==> src/rtl/equiv_check_sequencer.sv <==
// Equivalence-check sequencer: drives a shared LFSR stimulus word into a golden model
// and its post-route netlist, then counts output mismatches over NUM_VECTORS vectors.
//
// state     | meaning
// ----------+-----------------------------------------------------------
// S_IDLE    | waiting for start, DUTs held in reset
// S_RST     | DUT reset held for RST_CYCLES cycles, stimulus zeroed
// S_RELEASE | DUT reset released, one cycle before the first vector
// S_APPLY   | new stimulus word presented (one cycle)
// S_WAIT    | settle window of SETTLE_CYCLES cycles
// S_COMPARE | golden_out vs netlist_out sampled (one cycle)
// S_DONE    | results held until the next start

module equiv_check_sequencer #(
  parameter int unsigned WIDTH         = 32,
  parameter int unsigned NUM_VECTORS   = 1000,
  parameter int unsigned RST_CYCLES    = 2,
  parameter int unsigned SETTLE_CYCLES = 2,
  parameter logic [31:0] SEED          = 32'h1
) (
  input  logic             clk,
  input  logic             rst,
  input  logic             start,
  input  logic [WIDTH-1:0] golden_out,
  input  logic [WIDTH-1:0] netlist_out,
  output logic             dut_rst,
  output logic [WIDTH-1:0] stim_out,
  output logic             busy,
  output logic             done,
  output logic             pass,
  output logic [15:0]      mismatch_count,
  output logic             first_fail_valid,
  output logic [15:0]      first_fail_index
);

  localparam logic [31:0] SEED_EFF = (SEED == 32'h0) ? 32'h1 : SEED;
  localparam logic [31:0] LFSR_MASK = 32'h8020_0003;
  localparam int unsigned TMAX = (RST_CYCLES > SETTLE_CYCLES) ? RST_CYCLES : SETTLE_CYCLES;
  localparam int unsigned TW = (TMAX > 2) ? $clog2(TMAX) : 1;

  typedef enum logic [2:0] {
    S_IDLE, S_RST, S_RELEASE, S_APPLY, S_WAIT, S_COMPARE, S_DONE
  } state_t;

  state_t         state, state_next;
  logic [TW-1:0]  timer;
  logic [15:0]    vec_idx;
  logic [31:0]    lfsr;
  logic [15:0]    count_next;
  logic           start_run;
  logic           mismatch;
  logic           last_vec;

  function automatic logic [31:0] lfsr_step(input logic [31:0] v);
    return v[0] ? ((v >> 1) ^ LFSR_MASK) : (v >> 1);
  endfunction

  assign start_run = ((state == S_IDLE) || (state == S_DONE)) && start;
  assign mismatch  = (state == S_COMPARE) && (golden_out != netlist_out);
  assign last_vec  = (vec_idx == 16'(NUM_VECTORS - 1));

  always_comb begin
    state_next = state;
    unique case (state)
      S_IDLE, S_DONE: if (start) state_next = S_RST;
      S_RST:          if (timer == '0) state_next = S_RELEASE;
      S_RELEASE:      state_next = S_APPLY;
      S_APPLY:        state_next = S_WAIT;
      S_WAIT:         if (timer == '0) state_next = S_COMPARE;
      S_COMPARE:      state_next = last_vec ? S_DONE : S_APPLY;
      default:        state_next = S_IDLE;
    endcase
  end

  // pass is registered on the same edge as the final compare, so it needs the updated count
  always_comb begin
    count_next = mismatch_count;
    if (start_run)
      count_next = '0;
    else if (mismatch && (mismatch_count != 16'hFFFF))
      count_next = mismatch_count + 16'd1;
  end

  always_ff @(posedge clk) begin
    if (rst) begin
      state            <= S_IDLE;
      timer            <= '0;
      vec_idx          <= '0;
      lfsr             <= SEED_EFF;
      dut_rst          <= 1'b1;
      stim_out         <= '0;
      busy             <= 1'b0;
      done             <= 1'b0;
      pass             <= 1'b0;
      mismatch_count   <= '0;
      first_fail_valid <= 1'b0;
      first_fail_index <= '0;
    end else begin
      state          <= state_next;
      mismatch_count <= count_next;
      dut_rst        <= (state_next == S_IDLE) || (state_next == S_RST);
      busy           <= state_next inside {S_RST, S_RELEASE, S_APPLY, S_WAIT, S_COMPARE};
      done           <= (state_next == S_DONE);
      pass           <= (state_next == S_DONE) && (count_next == 16'h0);

      if (start_run)
        timer <= TW'(RST_CYCLES - 1);
      else if (state == S_APPLY)
        timer <= TW'(SETTLE_CYCLES - 1);
      else if (timer != '0)
        timer <= timer - 1'b1;

      if (start_run) begin
        vec_idx  <= '0;
        lfsr     <= SEED_EFF;
        stim_out <= '0;
      end else begin
        if (state_next == S_APPLY) begin
          stim_out <= lfsr[WIDTH-1:0];
          lfsr     <= lfsr_step(lfsr);
        end
        if ((state == S_COMPARE) && !last_vec)
          vec_idx <= vec_idx + 16'd1;
      end

      if (start_run) begin
        first_fail_valid <= 1'b0;
        first_fail_index <= '0;
      end else if (mismatch && !first_fail_valid) begin
        first_fail_valid <= 1'b1;
        first_fail_index <= vec_idx;
      end
    end
  end

endmodule

==> config.mk <==
export PLATFORM = sky130hd
export DESIGN_NAME = equiv_check_sequencer
export DESIGN_NICKNAME = d
export VERILOG_FILES = /design/src/rtl/equiv_check_sequencer.sv
export SDC_FILE = /design/constraint.sdc
export NUM_CORES = 1
export LEC_CHECK = 0
export CORE_UTILIZATION = 25
export CTS_CLUSTER_DIAMETER = 60
export DETAILED_ROUTE_END_ITERATION = 8
export PLACE_DENSITY = 0.54
export SETUP_SLACK_MARGIN = 0.1
export SKIP_LAST_GASP = 1
export SLEW_MARGIN = 20
export SYNTH_ARGS = -nofsm -noshare
export SYNTH_HDL_FRONTEND = slang
export SYNTH_SLANG_ARGS = --single-unit
==> constraint.sdc <==
create_clock -name clk -period 2.7 [get_ports clk]
set_input_delay 0.675 -clock clk [delete_from_list [all_inputs] [get_ports clk]]
set_output_delay 0.675 -clock clk [all_outputs]
set_load 0.01 [all_outputs]
After elaboration in Yosys (flattened, before gate mapping) --
Index checks and enable logic that the tools add are counted.
Operators by class: mux-type cells 11, bitwise operators 1, reductions and logical operators 16, eq/ne operators 15, $add $sub $neg 3
Operators by type and width (number):
- $add 16x1->16 const B | 2
- $mux 16 | 2
- $mux 32 | 1
- $ne 32x32->1 | 1
- $eq 3x3->1 const B | 6
- $pmux 3 s6 | 1
- $eq 16x10->1 const B | 1
- $logic_not 16->1 | 1
- $ne 16x16->1 const B | 1
- $eq 3x2->1 const B | 4
- $mux 3 | 4
- $eq 3x1->1 const B | 2
- $logic_and 1x1->1 | 6
- $logic_not 3->1 | 2
- $reduce_bool 5->1 | 1
- $not 3->4 | 1
- $reduce_or 2->1 | 2
- $mux 1 | 3
- $logic_not 1->1 | 2
- $logic_or 1x1->1 | 2
- $sub 1x1->1 const B | 1
Storage, ports and cells: output and inout port bits 69, flip-flop bits (word level) 121, logic and storage cells 58

Logic depth before layout (Yosys ltp) --
depth after elaboration 7, mapped depth 10, depth with buffers taken out 9

Worst setup path after synthesis --
Ideal clock, no wire load.
path type input to register, start point input netlist_out[19], end point register pass, setup slack 0.232 ns, arrival time 2.408 ns, stages 9, path through xnor2_1 > nand4_1 > nor4_4 > a21o_1 > buf_6 > nor4_2 > or3_1 > nor4_2 > o2111a_1
On the way: word-level cells in the longest chain between the ends 7
RTL lines:
- start, declared | RTL line 25 | input logic [WIDTH-1:0] netlist_out,
- $ne 32x32->1 | RTL line 59 | assign mismatch = (state == S_COMPARE) && (golden_out != netlist_out);
- $logic_and 1x1->1 | RTL line 59
- $logic_and 1x1->1 | RTL line 80 | else if (mismatch && (mismatch_count != 16'hFFFF))
- $mux 16 | RTL line 80
- $mux 16 | RTL line 78 | if (start_run)
- $logic_not 16->1 | RTL line 104 | pass <= (state_next == S_DONE) && (count_next == 16'h0);
- $logic_and 1x1->1 | RTL line 104
- end signal, assigned | RTL line 104
- end, declared | RTL line 30 | output logic pass,
Every way passes these cells. A chain may end at the register's enable or synchronous reset.

Worst setup path in the final report --
start point input netlist_out[14], end point register pass
The elaborated chain is that of the path after synthesis.

==> impl_metrics.xml <==
<?xml version="1.0" encoding="UTF-8"?>
<metrics>
  <group name="run_status">
    <metric name="outcome" unit="">completed</metric>
  </group>
  <group name="power">
    <metric name="vdd_drop_max" unit="µV">315</metric>
    <metric name="power.density_cell_area" unit="nW/µm²">495</metric>
    <metric name="power.leakage" unit="nW">2.58</metric>
  </group>
  <group name="timing">
    <metric name="maxClockFrequency" unit="MHz">393</metric>
    <metric name="setup_tns_final" unit="ns">0</metric>
    <metric name="period_needed" unit="ns">2.55</metric>
    <metric name="worst_pin_slew" unit="ns">0.590</metric>
    <metric name="final-setup-viol-count" unit="">0</metric>
    <metric name="fin_crit_sh" unit="">0.943</metric>
    <metric name="slew-limit-headroom" unit="">0.606</metric>
    <metric name="timing.clock.skew" unit="ns">0.0103</metric>
    <metric name="finalHoldViolations" unit="">0</metric>
    <metric name="final-max-slew-violation-count" unit="">0</metric>
    <metric name="rsz0062_at_grt" unit="">no</metric>
  </group>
  <group name="routing">
    <metric name="drt_wl_total" unit="µm">12100</metric>
    <metric name="dr_drc_count" unit="">0</metric>
    <metric name="viasPerCell" unit="">4.54</metric>
    <metric name="violation_count_after_the_first_detailed_route_iteration" unit="">112</metric>
    <metric name="post_drt_antenna_nets" unit="">0</metric>
    <metric name="wire_per_inst" unit="µm">13.5</metric>
    <metric name="vias" unit="">4055</metric>
    <metric name="drtPass1Iterations" unit="">4</metric>
  </group>
  <group name="setup_path">
    <metric name="crit_path_frequent_cell" unit="">sky130_fd_sc_hd__nor4_4</metric>
    <metric name="critical_path_buf_inv_count" unit="">3</metric>
    <metric name="cp_top_family" unit="">simple AND/OR/NAND/NOR gates</metric>
    <metric name="cp_slowest_stage_delay" unit="ns">0.40</metric>
    <metric name="critical_path_data_required_time" unit="ns">2.99</metric>
    <metric name="cp-end-kind" unit="">flip-flop</metric>
    <metric name="path_cells" unit="">dlygate4sd2_1 -&gt; xnor2_2 -&gt; nand4_1 -&gt; nor4_4 -&gt; buf_6 -&gt; a21o_4 -&gt; buf_4 -&gt; o31a_1 -&gt; or3_4 -&gt; nor4_4 -&gt; o2111a_1</metric>
    <metric name="path_class" unit="">in2reg</metric>
    <metric name="cp_slowest_cell" unit="">sky130_fd_sc_hd__or3_4</metric>
    <metric name="critPathArrivalTime" unit="ns">2.84</metric>
    <metric name="setup.worst_path.start_class" unit="">input pin</metric>
    <metric name="worstPathMaxFanout" unit="">5</metric>
  </group>
  <group name="worst_hold_path">
    <metric name="worst_hold_class" unit="">reg2reg</metric>
  </group>
  <group name="clock_tree">
    <metric name="clk_transition_reported_paths" unit="ns">0.07</metric>
    <metric name="clock_insertion_delay_worst_skew" unit="ns">0.35</metric>
    <metric name="cts-buffers-inserted" unit="">9</metric>
    <metric name="cts.hold.buffers_added" unit="">0</metric>
    <metric name="clk_root_buffer_cell" unit="">sky130_fd_sc_hd__clkbuf_16</metric>
    <metric name="cts.sinks" unit="">92</metric>
    <metric name="cts_max_level" unit="">3</metric>
    <metric name="cts_buffer_depth" unit="">2</metric>
    <metric name="cts_tree" unit="">yes</metric>
  </group>
  <group name="placement">
    <metric name="port_buffers" unit="">135</metric>
    <metric name="hpwlAfterDp" unit="µm">8710</metric>
    <metric name="placed_cell_area" unit="µm²">6060</metric>
    <metric name="last_weighted_congestion_value_of_the_routability_driven_placer" unit="">0.778</metric>
  </group>
  <group name="floorplan">
    <metric name="io_pins" unit="">136</metric>
    <metric name="die_h" unit="µm">137</metric>
    <metric name="chipWidth" unit="µm">137</metric>
    <metric name="floorplan.initialDensity" unit="">0.260</metric>
    <metric name="coreArea" unit="µm²">17500</metric>
    <metric name="core.rowCount" unit="">48</metric>
    <metric name="die_area" unit="µm²">18800</metric>
  </group>
  <group name="synth">
    <metric name="synth_area_per_cell" unit="µm²">8.37</metric>
    <metric name="syn-instance-count" unit="">544</metric>
    <metric name="synth.distinct_cells" unit="">51</metric>
    <metric name="synth-edff-count" unit="">0</metric>
    <metric name="synth-seq-area-share" unit="">0.405</metric>
    <metric name="yosys_warnings" unit="">0</metric>
    <metric name="synthArstFlopShare" unit="">0</metric>
    <metric name="synth_ff_type" unit="">sky130_fd_sc_hd__dfxtp_1</metric>
    <metric name="synth_seq_cells" unit="">92</metric>
    <metric name="synth.net_count" unit="">613</metric>
    <metric name="synth_area" unit="µm²">4550</metric>
  </group>
  <group name="grt">
    <metric name="grt_remaining_overflow" unit="">0</metric>
    <metric name="grt_pass1_wl" unit="µm">18600</metric>
    <metric name="gr-usage-all-layers" unit="">0.127</metric>
    <metric name="first_global_vias" unit="">3794</metric>
    <metric name="pin_count_of_the_biggest_net_entering_global_routing" unit="">68</metric>
    <metric name="grt_antenna_before_repair" unit="">0</metric>
  </group>
  <group name="layout">
    <metric name="final_util" unit="">0.375</metric>
    <metric name="drive_gt1_frac" unit="">0.121</metric>
    <metric name="fin_nets" unit="">733</metric>
    <metric name="diodes" unit="">0</metric>
    <metric name="area.growth.synth_to_final" unit="%">44.5</metric>
    <metric name="final_design_area_no_fill" unit="µm²">6580</metric>
  </group>
  <group name="run">
    <metric name="cap_viol_max_count" unit="">0</metric>
  </group>
</metrics>
[area by class of cell]
| class | count | area, µm² |
|---|---|---|
| Fill cell | 1768 | 11000 |
| Clock buffer | 9 | 225 |
| Inverter | 4 | 15.0 |
| Clock inverter | 7 | 71.3 |
| Sequential cell | 92 | 1840 |
| Timing Repair Buffer | 166 | 1710 |
| Multi-Input combinational cell | 391 | 2430 |
| Tap cell | 225 | 282 |
[through the flow]
| stage | total power (W) | cells | hold slack [ns] | setup WS, ns |
|---|---|---|---|---|
| after CTS | 0.00332 | 891 | 0.460 | -0.0728 |
| after detailed placement | 0.00204 | 871 | 0.449 | -0.563 |
| after global placement | 0.00203 | 871 | 0.445 | -0.505 |
| after floorplan | 0.00176 | 544 | 0.432 | 0.232 |
| final | 0.00326 | 894 | 0.454 | 0.154 |
| after global routing | 0.00342 | 894 | 0.489 | 0.0930 |
[power by group]
group / switching (W) / internal, W
registers: 0.0000324 / 0.00139
logic: 0.000312 / 0.000264
clock network: 0.000611 / 0.000651
[metal layers]
metal  vias to the layer above  share of wire  global-route usage
met5                         -              0                   0
met4                         0          0.015              0.0470
met3                        15          0.083              0.0385
met2                       124           0.46               0.212
met1                      1865           0.45               0.153
li1                       2051              -                   -
[flip-flops by register name, summed over array words and instances (netlist names)]
signal / count
busy: 1
done: 1
dut_rst: 1
first_fail_index: 16
first_fail_valid: 1
lfsr: 4
mismatch_count: 16
pass: 1
state: 3
stim_out: 31
timer: 1
vec_idx: 16
[path summary, 6_finish.rpt]
path	startpoint	depth (start not counted)	slack [ns]	end
setup / recovery	netlist_out[14]	11	0.15	pass
setup reg to reg	mismatch_count[1]	7	0.29	pass
hold / removal	lfsr[21]	2	0.45	stim_out[21]
hold reg to reg	lfsr[21]	2	0.45	stim_out[21]
[cell usage after synthesis (3+ instances only)]
cell type,instances,area (µm²)
sky130_fd_sc_hd__o211ai_1,4,30.0
sky130_fd_sc_hd__mux2i_1,20,200
sky130_fd_sc_hd__buf_4,31,233
sky130_fd_sc_hd__nor2b_1,3,18.8
sky130_fd_sc_hd__or2_2,4,25.0
sky130_fd_sc_hd__or3_1,5,31.3
sky130_fd_sc_hd__nand4_1,18,113
sky130_fd_sc_hd__nand2b_1,4,25.0
sky130_fd_sc_hd__and4_1,3,26.3
sky130_fd_sc_hd__xnor2_1,47,412
sky130_fd_sc_hd__o21ai_0,11,55.1
sky130_fd_sc_hd__nor3_1,11,55.1
sky130_fd_sc_hd__nor2_1,65,244
sky130_fd_sc_hd__and3_1,5,31.3
sky130_fd_sc_hd__a211oi_1,3,22.5
sky130_fd_sc_hd__nor4_1,3,18.8
sky130_fd_sc_hd__nand3_1,11,55.1
sky130_fd_sc_hd__inv_1,4,15.0
sky130_fd_sc_hd__nand2_1,82,308
sky130_fd_sc_hd__buf_2,8,40.0
sky130_fd_sc_hd__xor2_1,14,123
sky130_fd_sc_hd__a21oi_1,45,225
sky130_fd_sc_hd__dfxtp_1,92,1840
sky130_fd_sc_hd__clkbuf_1,15,56.3
[cells by family (layout without fill, tap and decap cells)]
kind of cell,after synthesis,after routing,synth area share
XOR/XNOR,61,61,0.117
AO/OA/AOI/OAI,78,78,0.101
buffers and inverters,61,186,0.0814
adder cells (fa/ha/maj),2,2,0.00550
AND/OR/NAND/NOR,230,230,0.246
multiplexers,20,20,0.0440
flip-flops,92,92,0.405
[worst min-delay path, cell delays in order (launching register included)]
cell and delay (ns):
sky130_fd_sc_hd__dfxtp_1 0.31, sky130_fd_sc_hd__nand2_1 0.05, sky130_fd_sc_hd__a21oi_1 0.05
[placed cells by master, fill, tap and decap left out, types with 5 or more instances in the layout]
cell type / count
sky130_fd_sc_hd__dlygate4sd2_1: 7
sky130_fd_sc_hd__dfxtp_1: 92
sky130_fd_sc_hd__nor3_1: 11
sky130_fd_sc_hd__clkdlybuf4s50_1: 71
sky130_fd_sc_hd__nor2_1: 65
sky130_fd_sc_hd__clkbuf_16: 9
sky130_fd_sc_hd__a21oi_1: 44
sky130_fd_sc_hd__buf_4: 25
sky130_fd_sc_hd__nand2_1: 82
sky130_fd_sc_hd__nand3_1: 11
sky130_fd_sc_hd__xor2_1: 14
sky130_fd_sc_hd__dlymetal6s2s_1: 48
sky130_fd_sc_hd__xnor2_2: 5
sky130_fd_sc_hd__clkbuf_2: 8
sky130_fd_sc_hd__xnor2_1: 42
sky130_fd_sc_hd__and3_1: 5
sky130_fd_sc_hd__mux2i_1: 20
sky130_fd_sc_hd__nand4_1: 18
sky130_fd_sc_hd__o21ai_0: 11
[timing repair]
action,CTS,global route
resized for setup,22,75
pin swaps,17,39
setup buffers,4,3
setup endpoints to repair,20,18
Power figures use the tool's default switching activity.
